`config.mk`:
```
export PLATFORM = sky130hd
export DESIGN_NAME = nrisc_firq_ctrl
export DESIGN_NICKNAME = d
export VERILOG_FILES = /design/src/rtl/nrisc_firq_ctrl.sv
export SDC_FILE = /design/constraint.sdc
export NUM_CORES = 1
export LEC_CHECK = 0
export CAP_MARGIN = 5
export CORE_AREA = 4 4 68 70
export DETAILED_ROUTE_END_ITERATION = 8
export DIE_AREA = 0 0 72 74
export MAX_ROUTING_LAYER = met4
export PLACE_DENSITY = 0.79
export SYNTH_ARGS = -nofsm -noshare
export SYNTH_HDL_FRONTEND = slang
export SYNTH_SLANG_ARGS = --single-unit
```
`constraint.sdc`:
```
create_clock -name clk -period 1.72 [get_ports clk]
set_input_delay 0.172 -clock clk [delete_from_list [all_inputs] [get_ports clk]]
set_output_delay 0.172 -clock clk [all_outputs]
set_load 0.1 [all_outputs]
```
`src/rtl/nrisc_firq_ctrl.sv`:
```
// nrisc_firq_ctrl: fast-interrupt controller; arbitrates requests, redirects fetch at instruction boundaries, selects the FIRQ register bank
`ifndef TAM
`define TAM 16
`endif

module nrisc_firq_ctrl #(
    parameter int TAM = `TAM,
    parameter int NUM_SRC = 4,
    parameter logic [TAM-1:0] VECTOR_BASE = TAM'(16'h0010),
    parameter int VEC_STRIDE = 4,
    localparam int IDW = (NUM_SRC > 1) ? $clog2(NUM_SRC) : 1
) (
    input  logic               clk,
    input  logic               rst,
    input  logic [NUM_SRC-1:0] irq_req,
    input  logic               irq_enable,
    input  logic               instr_boundary,
    input  logic [TAM-1:0]     pc_next,
    input  logic               firq_ret,
    output logic               pc_redirect,
    output logic [TAM-1:0]     pc_target,
    output logic [NUM_SRC-1:0] irq_ack,
    output logic [IDW-1:0]     irq_id,
    output logic [TAM-1:0]     saved_pc,
    output logic               REG_Interrupt_flag
);

    typedef enum logic [2:0] {IDLE, PENDING, ENTER, ACTIVE, LEAVE} state_t;

    state_t             state, state_n;
    logic [IDW-1:0]     arb_id, id_n;
    logic [TAM-1:0]     vec_target, target_n, saved_n;
    logic [NUM_SRC-1:0] ack_n;
    logic               redirect_n, flag_n, req_any;

    assign req_any = |irq_req;
    assign vec_target = VECTOR_BASE + TAM'(VEC_STRIDE) * TAM'(arb_id);

    // fixed-priority arbiter: lowest set request index wins
    always_comb begin
        arb_id = '0;
        for (int i = NUM_SRC - 1; i >= 0; i--)
            if (irq_req[i]) arb_id = IDW'(i);
    end

    // next state and next registered outputs; redirect/ack are single-cycle pulses
    always_comb begin
        state_n    = state;
        id_n       = irq_id;
        target_n   = pc_target;
        saved_n    = saved_pc;
        redirect_n = 1'b0;
        ack_n      = '0;
        flag_n     = REG_Interrupt_flag;
        case (state)
            IDLE: begin
                if (irq_enable && req_any) begin
                    id_n    = arb_id;
                    state_n = PENDING;
                end
            end
            PENDING: begin
                if (!irq_enable || !req_any) begin
                    state_n = IDLE;
                end else begin
                    id_n = arb_id;
                    if (instr_boundary) begin
                        saved_n    = pc_next;
                        target_n   = vec_target;
                        redirect_n = 1'b1;
                        ack_n      = NUM_SRC'(1) << arb_id;
                        flag_n     = 1'b1;
                        state_n    = ENTER;
                    end
                end
            end
            ENTER: state_n = ACTIVE;
            ACTIVE: begin
                if (instr_boundary && firq_ret) begin
                    target_n   = saved_pc;
                    redirect_n = 1'b1;
                    flag_n     = 1'b0;
                    state_n    = LEAVE;
                end
            end
            LEAVE: state_n = IDLE;
            default: state_n = IDLE;
        endcase
    end

    // state and output registers
    always_ff @(posedge clk) begin
        if (rst) begin
            state              <= IDLE;
            irq_id             <= '0;
            pc_target          <= '0;
            saved_pc           <= '0;
            pc_redirect        <= 1'b0;
            irq_ack            <= '0;
            REG_Interrupt_flag <= 1'b0;
        end else begin
            state              <= state_n;
            irq_id             <= id_n;
            pc_target          <= target_n;
            saved_pc           <= saved_n;
            pc_redirect        <= redirect_n;
            irq_ack            <= ack_n;
            REG_Interrupt_flag <= flag_n;
        end
    end

endmodule

```
==> results.md <==
- Status: complete, no violations
- Lkg Pwr: 0.967 nW
- # diodes: 0
- Slew HR: 72.9%
- Post-detail-place hpwl: about 3000 um
- Routability Congestion: 0.787
- PwrDens: 784 nW/um^2
- CTS Buffer Depth: 2
- Worst setup margin: 0.146 ns
- Synthesis warning total: 0
- Share of layout cells above drive strength 1: between 20 and 30%
- Reg2Reg Depth: 5
- Hold slack: 0.472 ns
- Port Buffer Count: 64
- Maxcap violations: 0
- DRT Pass-1 Iters: 4
- # DRC: 0
- Num CTS Buffers: 5
- Unrepaired setup endpoints after global routing: false
- Post-route cell area: 2480 um^2
- Die area: around 5300 um^2
- Share of the synthesized area in the top cell type: 51.1%
- Critical path type: reg2reg
- Synthesized instance count: 172
- R2r setup slk: 0.15 ns
- Resized Gates After CTS: 0
- Hold Crit Class: reg2reg
- CP Launch Point: state[1]$_SDFFE_PP0P_
- Max-slew violations: 0
- Total power: 1.94 mW
- First-pass GRT wire length: 6420 um
- # IOs: 65
- Worst Setup EP: pc_target[4]$_SDFFE_PP0P_
- Clk root buf: clkbuf_8
- Core footprint: between 3000 and 4000 um^2
- Hold Violations, Final: 0
- GRT Total Usage: 15.8%
- Vias in the first global route: 1408
- Setup violations, final: 0
- Layout Skew: 0.00692 ns
- Syn Std Cell Area: 1680 um^2
- Post-synthesis area per instance: 9.79 um^2
- Antenna Nets Post-Route: 0
- Seq/Total Area, Yosys: between 50% and 60%
- Antenna violations before repair: 0
- Worst Tran Pin Value: between 0.4 and 0.5 ns
- Final worst path period need: 1.57 ns
- Hold-fix buffers, CTS: 0
- Fin cells: 300
- Critical path peak fanout: 32
- DIE WIDTH: 72 um
- H-tree Lvls: 2
- CTS tree: yes
- Tcrit/Tclk final: 91.5%
- Total grt overflow: 0
- Routed wire length: between 4000 and 5000 um
- WHS Path Cells: 2
- Avg WL per Cell: approximately 13 um
- Fillers: 341
- Library cells used by synthesis: 23
- Postcts setup bufs: 0
- Site Rows: 23
- Initial DRC count: 52
- Crit path DAT: around 1.8 ns
- Placed insts: 292
- WP data required: 1.92 ns
- Pre-CTS WS: -0.129 ns
- Crit. End Element: flip-flop
- Worst Setup Start Kind: flip-flop
- Yosys top cell by area: dfxtp_1
- Area growth from synthesis to layout: 47.0%
- Num Clock Sinks: 43
- VDD IR max: 0.514 mV
- Synth top area cells: dfxtp_1 51%, mux2i_1 12%, nor2_1 5.3%, nand2b_1 5.2%, a21oi_1 5.1%
- Fmax: 0.635 GHz
- Clk pin slew, worst setup/hold paths: 0.08 ns
- Dpl cell area: 2390 um^2
- Initial Utilization: 42.4%
- Clk_lat worst skew: 0.29 ns
- Syn nets: between 150 and 200
- DR vias: 1460
- DR vias/cell: 4.87
- R2R Path Start: state[1]$_SDFFE_PP0P_
- # nets final: 274
- Largest net degree at the start of global routing: 44
- FF-to-FF End: pc_target[4]$_SDFFE_PP0P_
- FF+latch count, synth: 43
- Die Ht: 74 um
[layer usage]
layer / vias to the layer above / routed length [um] / global-route usage (%)
li1: 746 / - / -
met1: 673 / 1750 / 17.8
met2: 36 / 2000 / 27.0
met3: 5 / 223 / 4.19
met4: 0 / 51 / 5.43
met5: - / 0 / -
[power by group]
group | internal [mW] | switching [mW] | total [mW] | leakage [nW]
clock network | 0.284 | 0.327 | 0.611 | 0.0412
registers | 1.01 | 0.0131 | 1.02 | 0.348
logic | 0.123 | 0.183 | 0.306 | 0.578
[critical path, stage by stage, from the launching register on]
cell	delay, ns
dfxtp_1	0.44
mux2i_1	0.16
a2111oi_4	0.40
buf_12	0.22
nor2_1	0.06
a311oi_2	0.22
[cells in the mapped netlist]
cell / count
buf_4: 4
and4b_1: 1
a2111oi_4: 1
nor4b_1: 2
a211oi_1: 2
nor3_1: 8
dfxtp_1: 43
nand3_1: 14
inv_1: 2
nand2_1: 3
nand2b_1: 14
mux2i_1: 21
nor4bb_1: 1
and3_1: 1
nor2_1: 24
clkbuf_1: 7
a21oi_1: 17
nor4_2: 2
a311oi_2: 1
o41ai_2: 1
buf_2: 1
buf_6: 1
nor4_1: 1
[registers in the layout, indices dropped and copies added (netlist names)]
| signal | flops |
|---|---|
| REG_Interrupt_flag | 1 |
| pc_redirect | 1 |
| saved_pc | 16 |
| irq_id | 2 |
| state | 3 |
| irq_ack | 4 |
| pc_target | 16 |
[area by class of cell]
cell class,count,area (um^2),share of cell area (%)
multi-input combinational,114,752,30.4
timing repair buffer,83,708,28.6
tap,50,62.6,2.53
sequential,43,861,34.8
clock buffer,6,72.6,2.93
inverter,2,7.51,0.303
clock inverter,2,12.5,0.505
[placed cells by master, fill, tap and decap left out]
cell type,synthesis,final
a2111oi_4,1,1
a211oi_1,2,2
a21oi_1,17,17
a311oi_2,1,1
and3_1,1,1
and4b_1,1,1
buf_12,0,2
buf_4,4,57
clkbuf_1,7,1
clkbuf_8,0,5
clkdlybuf4s50_1,0,24
clkinv_2,0,1
clkinvlp_4,0,1
dfxtp_1,43,43
inv_1,2,2
mux2i_1,21,21
nand2_1,3,3
nand2b_1,14,14
nand3_1,14,14
nor2_1,24,24
nor3_1,8,8
nor4_1,1,1
nor4_2,2,1
nor4_4,0,1
nor4b_1,2,2
nor4bb_1,1,1
o41ai_2,1,1
[logic make-up (layout without fill, tap and decap cells)]
family	after synthesis	in the layout	synth area share [%]
buffers and inverters	15	93	4.76
AO/OA/AOI/OAI	22	22	9.44
multiplexers	21	21	12.5
flip-flops	43	43	51.1
AND/OR/NAND/NOR	71	71	22.2
[worst min path at each step]
stage | slack [ns] | endpoint | from
5_1_grt | 0.50 | pc_target[6]$_SDFFE_PP0P_ | pc_target[6]$_SDFFE_PP0P_
2_1_floorplan | 0.25 | irq_ack[1]$_SDFF_PP0_ | irq_req[0]
3_3_place_gp | 0.45 | pc_target[0]$_SDFFE_PP0P_ | pc_target[0]$_SDFFE_PP0P_
3_5_place_dp | 0.46 | pc_target[7]$_SDFFE_PP0P_ | pc_target[7]$_SDFFE_PP0P_
6_report | 0.47 | pc_target[7]$_SDFFE_PP0P_ | pc_target[7]$_SDFFE_PP0P_
4_1_cts | 0.48 | pc_target[7]$_SDFFE_PP0P_ | pc_target[7]$_SDFFE_PP0P_
[stage by stage]
stage                     TNS (ns)  utilization (%)
final                            0             62.4
after global routing             0             62.4
after CTS                        0             62.4
after detailed placement     -1.56             60.2
after global placement      -0.571             60.2
after floorplan                  0                -
(Power assumes the default switching activity.)
